==> src/rtl/core_fetch_queue.sv <==
// Instruction queue between fetch (s1) and decode (s2): DEPTH-entry circular buffer of
// {pc, instr, illegal} words with one-cycle branch flush and registered-only status outputs.
module core_fetch_queue #(
  parameter int DEPTH = 4,
  parameter int XLEN  = 32
) (
  input  logic                       i_clk,
  input  logic                       i_rst_n,
  input  logic                       i_flush,
  input  logic                       i_push_valid,
  output logic                       o_push_ready,
  input  logic [XLEN-1:0]            i_push_pc,
  input  logic [XLEN-1:0]            i_push_instr,
  input  logic                       i_push_illegal,
  output logic                       o_pop_valid,
  input  logic                       i_pop_ready,
  output logic [XLEN-1:0]            o_pop_pc,
  output logic [XLEN-1:0]            o_pop_instr,
  output logic                       o_pop_illegal,
  output logic [$clog2(DEPTH+1)-1:0] o_count,
  output logic                       o_empty,
  output logic                       o_full
);

  localparam int PW = (DEPTH > 1) ? $clog2(DEPTH) : 1;
  localparam int CW = $clog2(DEPTH + 1);
  localparam logic [PW-1:0] LAST_SLOT = PW'(DEPTH - 1);
  localparam logic [CW-1:0] FULL_CNT  = CW'(DEPTH);

  typedef struct packed {
    logic            illegal;
    logic [XLEN-1:0] instr;
    logic [XLEN-1:0] pc;
  } entry_t;

  entry_t        mem [DEPTH];
  entry_t        head;
  logic [PW-1:0] wr_ptr;
  logic [PW-1:0] rd_ptr;
  logic [CW-1:0] count;
  logic          push_fire;
  logic          pop_fire;

  // Pointers wrap explicitly so DEPTH need not be a power of two.
  function automatic logic [PW-1:0] next_slot(input logic [PW-1:0] p);
    return (p == LAST_SLOT) ? '0 : p + PW'(1);
  endfunction

  // Status is decoded from the count register only, so ready never depends on i_pop_ready.
  assign o_empty      = (count == '0);
  assign o_full       = (count == FULL_CNT);
  assign o_push_ready = !o_full;
  assign o_pop_valid  = !o_empty;
  assign o_count      = count;

  assign push_fire = i_push_valid && o_push_ready && !i_flush;
  assign pop_fire  = o_pop_valid  && i_pop_ready  && !i_flush;

  // NOTE: sequential state uses non-blocking assignments so every register samples pre-edge values.
  always_ff @(posedge i_clk or negedge i_rst_n) begin
    if (!i_rst_n) begin
      wr_ptr <= '0;
      rd_ptr <= '0;
      count  <= '0;
    end else if (i_flush) begin
      wr_ptr <= '0;
      rd_ptr <= '0;
      count  <= '0;
    end else begin
      if (push_fire) wr_ptr <= next_slot(wr_ptr);
      if (pop_fire)  rd_ptr <= next_slot(rd_ptr);
      case ({push_fire, pop_fire})
        2'b10:   count <= count + CW'(1);
        2'b01:   count <= count - CW'(1);
        default: count <= count;
      endcase
    end
  end

  // NOTE: storage has no reset; count gates validity, so stale slot contents are never observed.
  always_ff @(posedge i_clk) begin
    if (push_fire) begin
      mem[wr_ptr] <= '{illegal: i_push_illegal, instr: i_push_instr, pc: i_push_pc};
    end
  end

  assign head          = mem[rd_ptr];
  assign o_pop_pc      = head.pc;
  assign o_pop_instr   = head.instr;
  assign o_pop_illegal = head.illegal;

endmodule

==> config.mk <==
export PLATFORM = sky130hd
export DESIGN_NAME = core_fetch_queue
export DESIGN_NICKNAME = d
export VERILOG_FILES = /design/src/rtl/core_fetch_queue.sv
export SDC_FILE = /design/constraint.sdc
export NUM_CORES = 1
export LEC_CHECK = 0
export ABC_AREA = 1
export CAP_MARGIN = 20
export CORE_MARGIN = 4
export CORE_UTILIZATION = 35
export CTS_BUF_LIST = sky130_fd_sc_hd__clkbuf_4 sky130_fd_sc_hd__clkbuf_8
export DETAILED_ROUTE_END_ITERATION = 6
export PLACE_DENSITY_LB_ADDON = 0.1
export SYNTH_ARGS = -nofsm -noshare
export SYNTH_HDL_FRONTEND = slang
export SYNTH_SLANG_ARGS = --single-unit
==> constraint.sdc <==
create_clock -name i_clk -period 7 [get_ports i_clk]
set_input_delay 1.4 -clock i_clk [delete_from_list [all_inputs] [get_ports i_clk]]
set_output_delay 1.4 -clock i_clk [all_outputs]
set_load 0.05 [all_outputs]
==> impl_metrics.yaml, run 1 <==
outcome:
  status: "complete, no violations"
timing:
  setup_viol: 0
  period_needed_ns: 5.158
  finalMaxSlewViolations: 0
  final-hold-violation-count: 0
  max_freq_mhz: 193.9
  worst_slew_pin_slew_ns: 1.000
  slew_headroom_pct: 33.14
  fin_crit_sh_pct: 73.68
  grt_setup_unrepaired: "false"
  hold_slack_ns: 0.5411
  skew_ns: 0.02169
  tns_ns: 0
critical_path:
  crit_path_start_kind: "register"
  crit_buf_inv: 3
  crit_path_end_kind: "output pin"
  cp_num_cells: 5
  arrival_ns: 3.76
  cp_slowest_cell: "clkdlybuf4s50_1"
  max_stage_delay_ns: 0.87
  path_class: "register to output pin"
  reg2reg_depth: 5
  crit_chain: "inv_6 > buf_4 > nor2_1 > o22ai_1 > clkdlybuf4s50_1"
  critPathRequiredTime_ns: 5.60
  crit_family: "buffers and inverters"
  worstPathMaxFanout: 66
cells_and_area:
  final_cell_area_um2: 13210
  syn_to_final_growth_pct: 24.63
  drive_above_1_share_pct: 20.02
  multi_input_area_um2: 2292
  regArea_um2: 7988
  num-fill-cells: 2599
  nets: 929
placed_design:
  dpl_cell_area_um2: 12340
  gp_congestion: 0.7182
  portBuffers: 141
  detailedPlacementHpwl_um: 13870
clocking:
  clock-root-buffer: "clkbuf_8"
  path_clk_slew_ns: 0.06
  cts_tree: "yes"
  cts_buffers: 46
  cts.htree.levels: 2
  cts_sinks: 267
  cts_buffer_depth: 3
  clk_latency_ns: 0.55
  cts_setup_buffers: 0
  hold_buffers: 0
  cts-resized-gates: 0
power_and_ir_drop:
  vdd_drop_max_v: 0.0002071
  switching_share_pct: 37.30
  power_w: 0.005005
  p_sw_w: 0.001867
  seq_power_share_pct: 38.6
  combPwrFrac_pct: 35.0
  power.density_nw_per_um2: 379.0
  p_int_w: 0.003138
  p_clk_share_pct: 26.4
  power.leakage_nw: 4.330
routing:
  drc_errors: 0
  wire_per_inst_um: 19.16
  vias_per_cell: 4.872
  antenna_left: 0
  dr.pass1.iters: 4
  dr.first_iter.drc_count: 289
  finalWirelength_um: 24450
  vias: 6217
run:
  drv_cap: 0
hold_path:
  hp-class: "register to register"
  whs_path_depth: 1
die:
  fp-row-count: 63
  fp.dieW_um: 182
  die_area_um2: 33120
  die_y_um: 182
  pin_count: 142
  core_um2: 29720
  initial_core_util_pct: 35.66
logic_synthesis:
  synthesis.area_um2: 10600
  synth_seq_cells: 267
  synth-edff-count: 260
  avgSynthCellArea_um2: 15.27
  synthesis.nets: 769
  ys.flop_type: "edfxtp_1"
  yosysWarnings: 0
  yosysSeqAreaShare_pct: 75.33
  async_reset_ff_share_pct: 2.622
  synth_cell_type_count: 29
  syn_inst: 694
global_route:
  grt_pass1_wl_um: 37320
  grt_usage_pct: 14.44
  grt_overflow: 0
  antenna_found_initial: 1
  grt_pass1_vias: 6585
  grt_max_degree: 85
[kinds of logic (layout without fill, tap and decap cells)]
family | Yosys count | count (layout) | share of synthesized area, %
AO/OA/AOI/OAI | 203 | 203 | 12.33
XOR/XNOR | 1 | 1 | 0.08267
adder cells (fa/ha/maj) | 5 | 5 | 0.6613
buffers and inverters | 57 | 247 | 3.318
flip-flops | 267 | 267 | 75.33
other | 0 | 2 | 0
AND/OR/NAND/NOR | 161 | 161 | 8.277
[cell usage after synthesis (2+ instances only)]
cell | instances | area [um^2]
a21oi_1 | 2 | 10.01
buf_12 | 4 | 80.08
buf_2 | 8 | 40.04
buf_6 | 6 | 67.56
clkbuf_1 | 22 | 82.58
dfrtp_1 | 7 | 175.2
edfxtp_1 | 260 | 7807
ha_1 | 4 | 50.05
inv_1 | 10 | 37.54
inv_2 | 4 | 15.01
nand2_1 | 15 | 56.30
nand2_2 | 6 | 37.54
nand3_1 | 3 | 15.01
nor2_1 | 99 | 371.6
nor2_2 | 6 | 37.54
nor2_4 | 31 | 349.1
o21ai_0 | 106 | 530.5
o21ai_1 | 24 | 120.1
o21ai_2 | 4 | 35.03
o22ai_1 | 35 | 219.0
o22ai_2 | 30 | 375.4
[stage by stage]
step / setup WS (ns) / util [%] / instances
2_1_floorplan: 2.112 / - / 694
5_1_grt: 1.648 / 44.42 / 1274
4_1_cts: 1.791 / 44.42 / 1274
3_5_place_dp: 2.401 / 41.52 / 1196
3_3_place_gp: 2.452 / 41.52 / 1196
6_report: 1.842 / 44.44 / 1276
[layout by cell type, fill, tap and decap left out, drive strengths merged]
cell type	Yosys	layout
nand2	21	21
a21boi	1	1
clkinv	0	6
clkinvlp	0	1
ha	4	4
edfxtp	260	260
dfrtp	7	7
buf	20	13
o22ai	65	65
clkdlybuf4s50	0	141
nand3	4	4
a21oi	3	3
fa	1	1
o21ai	134	134
clkbuf	22	70
inv	15	16
nor2	136	136
diode	0	2
xnor2	1	1
[registers in the layout (all words and copies together), names as in the netlist]
| register | count |
|---|---|
| rd_ptr | 2 |
| o_count | 3 |
| mem | 260 |
| wr_ptr | 2 |
[layout make-up]
class	instances	area share [%]
Clock buffer	70	6.206
Sequential cell	267	60.48
Tap cell	390	3.695
Antenna cell	2	0.03790
Timing Repair Buffer	154	11.43
Inverter	15	0.4642
Clock inverter	8	0.3316
Multi-Input combinational cell	370	17.36
[final timing paths]
kind                                    to        from  slack, ns
setup / recovery           o_pop_instr[15]   rd_ptr[0]       1.84
hold / removal                   wr_ptr[0]   wr_ptr[0]       0.54
setup reg to reg                 mem[0][2]  o_count[0]       4.24
hold reg to reg                  wr_ptr[0]   wr_ptr[0]       0.54
max in group asynchronous        rd_ptr[0]     i_rst_n       5.57
min in group asynchronous       o_count[1]     i_rst_n       1.14
[metal layers]
layer	wire length (um)	global-route usage, %	part of all wire [%]	up-vias
li1	-	-	-	2924
met5	10	0	0.041	-
met2	11780	24.38	48	163
met1	10830	18.44	44	3077
met4	557	4.203	2.3	2
met3	1275	3.746	5.2	51
[power groups by stage]
stage	registers, W	logic [W]	clock network, W
floorplan	0.00196	0.00123	0
finish	0.00193	0.00175	0.00132
global placement	0.00196	0.00177	0
global route	0.00194	0.00187	0.00145
detailed placement	0.00197	0.00178	0
CTS	0.00193	0.00178	0.00137
(Power assumes the default switching activity.)
==> run 2, diff against run 1 <==
- clock period: 7 -> 5.16 ns (I/O delays scaled with it)
==> run 2 against run 1 <==
Net effect:
- critical path type unchanged
- largest power group unchanged
- non-clock buffer count shrank 2
- global-route usage is essentially flat
- count of clock-buffer cells in the layout shrank 6
- power grew 36%
==> impl_metrics.yaml, run 2 (same netlist as run 1, synthesis figures left out) <==
clocking:
  hold_buffers: 0
  cts_buffers: 46
  clk_latency_ns: 0.54
  cts.htree.levels: 2
  path_clk_slew_ns: 0.06
  clock-root-buffer: "clkbuf_8"
  cts_tree: "yes"
  cts_setup_buffers: 0
  cts_sinks: 267
  cts_buffer_depth: 3
  cts-resized-gates: 0
cells_and_area:
  syn_to_final_growth_pct: 25.03
  regArea_um2: 7988
  largest_reg_flops: 260
  num-fill-cells: 2631
  antenna_cells: 0
  layout_commonest_cell: "edfxtp_1"
  multi_input_area_um2: 2292
  layout_common_cells: "edfxtp_1, clkdlybuf4s50_1, o21ai_0"
  nets: 927
  drive_above_1_share_pct: 19.26
  top_register: "mem"
timing:
  skew_ns: 0.007821
  tns_ns: 0
  period_needed_ns: 4.616
  grt_setup_unrepaired: "false"
  worst_slew_pin_slew_ns: 0.7994
  finalMaxSlewViolations: 0
  hold_slack_ns: 0.5507
  slew_headroom_pct: 46.71
  fin_crit_sh_pct: 89.45
  final-hold-violation-count: 0
  max_freq_mhz: 216.6
  setup_viol: 0
power_and_ir_drop:
  seq_power_share_pct: 38.8
  p_int_w: 0.004234
  vdd_drop_max_v: 0.0002807
  switching_share_pct: 37.65
  combPwrFrac_pct: 35.0
  p_sw_w: 0.002556
  p_clk_share_pct: 26.2
  power.density_nw_per_um2: 512.5
  power_w: 0.006790
  power.leakage_nw: 4.334
die:
  fp-row-count: 63
  initial_core_util_pct: 35.66
  die_area_um2: 33120
  core_um2: 29720
  die_y_um: 182
  pin_count: 142
  fp.dieW_um: 182
global_route:
  grt_overflow: 0
  grt_pass1_wl_um: 37450
  grt_max_degree: 70
  grt_pass1_vias: 6549
  grt_usage_pct: 14.43
  antenna_found_initial: 1
placed_design:
  gp_congestion: 0.7348
  detailedPlacementHpwl_um: 13490
  portBuffers: 141
critical_path:
  path_class: "register to output pin"
  crit_path_end_kind: "output pin"
  worstPathMaxFanout: 69
  crit_path_start_kind: "register"
  arrival_ns: 3.58
  critPathRequiredTime_ns: 4.13
  crit_start: "rd_ptr[0]"
  r2r_start: "o_count[0]"
  cp-endpoint: "o_pop_pc[0]"
  reg2reg_depth: 5
  r2r_end: "mem[3][48]"
  reg2reg_slack_ns: 2.97
routing:
  dr.first_iter.drc_count: 343
  met2_length_um: 11550
  vias: 6247
  dr.pass1.iters: 4
  drt-met1-wl_um: 10550
  antenna_left: 0
  met3_length_um: 1538
  finalWirelength_um: 24310
  vias_per_cell: 4.888
  highest_layer: "met5"
  drc_errors: 0
  wire_per_inst_um: 19.02
run:
  drv_cap: 0
outcome:
  status: "complete, no violations"
hold_path:
  hp-class: "register to register"
run 2: metal layers:
| metal | GRT usage, % | up-vias |
|---|---|---|
| met4 | 5.014 | 2 |
| li1 | - | 2921 |
| met2 | 23.44 | 164 |
| met5 | 0 | - |
| met1 | 18.63 | 3105 |
| met3 | 4.087 | 55 |
run 2: worst max-delay path, stage by stage, from the launching register on:
cell             delay (ns)
dfrtp_4                0.86
buf_4                  0.67
o21ai_0                0.20
o22ai_1                0.33
clkdlybuf4s50_1        0.88
run 2: metrics by stage:
stage	std cells	utilization, %	area [um^2]	setup WS [ns]
finish	1278	44.58	13250	0.5442
detailed placement	1194	41.68	12390	1.063
CTS	1278	44.58	13250	0.4749
global route	1278	44.58	13250	0.2552
global placement	1194	41.68	12390	1.088
floorplan	694	-	10600	0.6219
run 2: area by class of cell:
| type | count | share of cell area, % |
|---|---|---|
| timing repair buffer | 152 | 11.75 |
| sequential | 267 | 60.29 |
| clock inverter | 20 | 0.6705 |
| tap | 390 | 3.683 |
| multi-input combinational | 370 | 17.30 |
| clock buffer | 64 | 5.846 |
| inverter | 15 | 0.4627 |
run 2: worst min-delay path by stage:
| stage | start | endpoint | slack (ns) | cells past startpoint |
|---|---|---|---|---|
| floorplan | wr_ptr[0] | wr_ptr[0] | 0.50 | 1 |
| detailed placement | wr_ptr[0] | wr_ptr[0] | 0.55 | 1 |
| CTS | wr_ptr[0] | wr_ptr[0] | 0.55 | 1 |
| finish | wr_ptr[0] | wr_ptr[0] | 0.55 | 1 |
| global route | wr_ptr[0] | wr_ptr[0] | 0.57 | 1 |
| global placement | wr_ptr[0] | wr_ptr[0] | 0.53 | 1 |
run 2: power groups by stage:
stage / Combinational [W] / Clock [W] / Sequential, W
detailed placement: 0.00241 / 0 / 0.00268
global placement: 0.00240 / 0 / 0.00267
floorplan: 0.00167 / 0 / 0.00266
CTS: 0.00242 / 0.00185 / 0.00264
finish: 0.00238 / 0.00178 / 0.00263
global route: 0.00253 / 0.00195 / 0.00265
==> run 3, diff against run 2 <==
- ABC_AREA: 1 -> not set
- HOLD_SLACK_MARGIN: not set -> 0.15
- SKIP_LAST_GASP: not set -> 1
==> run 3 against run 2 <==
Net effect:
- combinational power is 64% lower
- count of clock-buffer cells in the layout is 1 higher
- die area is 5.7% lower
- global-route usage is 1.7 points lower
- fmax is 16% higher
- routed wire length is 18% lower
- non-clock buffer count is 4 lower
- first-iteration DRC count is 48% lower
- highest routed layer unchanged
==> impl_metrics.yaml, run 3 <==
outcome:
  status: "complete, no violations"
routing:
  vias: 4674
  antenna_left: 0
  finalWirelength_um: 19880
  wire_per_inst_um: 20.19
  vias_per_cell: 4.745
  dr.pass1.iters: 4
  drc_errors: 0
  dr.first_iter.drc_count: 178
logic_synthesis:
  async_reset_ff_share_pct: 2.622
  yosysWarnings: 0
  ys.flop_type: "edfxtp_1"
  avgSynthCellArea_um2: 24.67
  synthesis.nets: 479
  synth-edff-count: 260
  synth_cell_type_count: 33
  synthesis.area_um2: 9968
  yosysSeqAreaShare_pct: 80.08
  synth_top_area_share_pct: 78.32
  yosys.area.top_type: "edfxtp_1"
  yosysMostFrequentCell: "edfxtp_1"
  netlist_top_cells_area: "edfxtp_1, mux4_2, dfrtp_1"
  syn_inst: 404
  synth_common_cells: "edfxtp_1, mux4_2, dfrtp_1"
  synth_seq_cells: 267
cells_and_area:
  finish.utilization_pct: 45.20
  multi_input_area_um2: 1810
  drive_above_1_share_pct: 24.71
  layout_commonest_cell: "edfxtp_1"
  layout_common_cells: "edfxtp_1, clkdlybuf4s50_1, mux4_2"
  num-fill-cells: 2446
  antenna_cells: 0
  largest_reg_flops: 260
  syn_to_final_growth_pct: 26.67
  regArea_um2: 7990
  nets: 656
  top_register: "mem"
timing:
  final-hold-violation-count: 0
  setup_viol: 0
  skew_ns: 0.02008
  grt_setup_unrepaired: "false"
  worst_slew_pin_slew_ns: 1.079
  slew_headroom_pct: 28.04
  fin_crit_sh_pct: 77.11
  layout_setup_ws_ns: 1.181
  max_freq_mhz: 251.3
  finalMaxSlewViolations: 0
  period_needed_ns: 3.979
  tns_ns: 0
run:
  drv_cap: 0
clocking:
  clk_latency_ns: 0.53
  hold_buffers: 0
  clock-root-buffer: "clkbuf_8"
  cts_buffers: 45
  cts-resized-gates: 0
  cts_setup_buffers: 0
  cts_sinks: 267
  path_clk_slew_ns: 0.05
  cts_tree: "yes"
  cts.htree.levels: 2
  cts_buffer_depth: 3
global_route:
  grt_pass1_vias: 5346
  antenna_found_initial: 1
  grt_pass1_wl_um: 30390
  grt_usage_pct: 12.75
  grt_max_degree: 67
  grt_overflow: 0
die:
  core_um2: 27930
  die_area_um2: 31240
  pin_count: 142
  die_y_um: 176.8
  initial_core_util_pct: 35.68
  fp-row-count: 61
  fp.dieW_um: 176.8
hold_path:
  hold_end: "wr_ptr[1]"
  whs_path_depth: 2
  min_from: "wr_ptr[1]"
  hp-class: "register to register"
power_and_ir_drop:
  power.density_nw_per_um2: 401.5
  vdd_drop_max_v: 0.0002108
  power.leakage_nw: 3.986
critical_path:
  r2r_end: "mem[1][60]"
  r2r_start: "o_count[2]"
  crit_path_start_kind: "register"
  worstPathMaxFanout: 66
  reg2reg_slack_ns: 2.59
  critPathRequiredTime_ns: 4.13
  arrival_ns: 2.95
  path_class: "register to output pin"
  crit_path_end_kind: "output pin"
  reg2reg_depth: 5
placed_design:
  detailedPlacementHpwl_um: 11260
  dp_slack_ns: 1.384
  portBuffers: 141
  gp_congestion: 0.7073
run 3: cell types whose count changed after synthesis, sizes merged, moves of 9 or more:
cell | before | now
inv | 15 | 6
mux4 | 0 | 65
nor2 | 136 | 5
o22ai | 65 | 0
nand2 | 21 | 4
o21ai | 134 | 2
clkbuf | 22 | 3
run 3: layout make-up:
| cell class | count | area share, % |
|---|---|---|
| clock inverters | 8 | 0.2774 |
| repair buffers | 148 | 11.99 |
| flip-flops and latches | 267 | 63.28 |
| clock buffers | 65 | 6.193 |
| inverters | 6 | 0.1784 |
| multi-input cells | 113 | 14.34 |
| well taps | 378 | 3.746 |
run 3: cells by family (layout without fill, tap and decap cells):
group / Yosys count / count (layout) / synth area share [%]
and+or+nand+nor: 27 / 27 / 1.481
muxes: 65 / 65 / 14.69
DFF: 267 / 267 / 80.08
buffers and inverters: 24 / 227 / 1.858
xor gates and xnor gates: 5 / 5 / 0.4394
adders and majority gates: 5 / 5 / 0.7029
AOI/OAI and AO/OA: 11 / 11 / 0.7532
run 3: report_power, final:
part	total, W	switching (W)	internal (W)
clock network	0.00171	0.000757	0.000958
logic	0.000852	0.000511	0.000341
registers	0.00250	0.0000432	0.00246
total	0.00507	0.00131	0.00376
run 3: how the worst max path moves through the flow:
stage | from | slack (ns) | endpoint | cells after the start
global route | rd_ptr[0] | 1.00 | o_pop_pc[16] | 3
CTS | rd_ptr[1] | 1.07 | o_pop_pc[18] | 2
global placement | i_push_valid | 1.49 | mem[1][62] | 5
floorplan | o_count[0] | 1.62 | mem[0][0] | 4
finish | rd_ptr[1] | 1.18 | o_pop_pc[15] | 2
detailed placement | i_push_valid | 1.38 | mem[1][60] | 5
run 3: critical path, cell delays in order (launching register included):
cell and delay, ns:
dfrtp_4 1.15, mux4_2 0.39, clkdlybuf4s50_1 0.85
run 3: per-stage QoR:
step	cell area [um^2]	std cells	hold slack, ns	total power (W)
CTS	12630	985	0.6101	0.005174
floorplan	9968	404	0.5425	0.003119
detailed placement	11810	912	0.6001	0.003417
global route	12630	985	0.6477	0.005312
global placement	11810	912	0.5730	0.003410
finish	12630	985	0.6071	0.005070
run 3: routing by layer:
| metal | track usage, % | vias up | part of all wire [%] | routed length, um |
|---|---|---|---|---|
| li1 | - | 2064 | - | - |
| met1 | 15.83 | 2431 | 41 | 8105 |
| met3 | 4.807 | 33 | 7.9 | 1574 |
| met4 | 3.482 | 2 | 1.6 | 314 |
| met5 | 0 | - | 0.080 | 16 |
| met2 | 21.12 | 144 | 50 | 9872 |
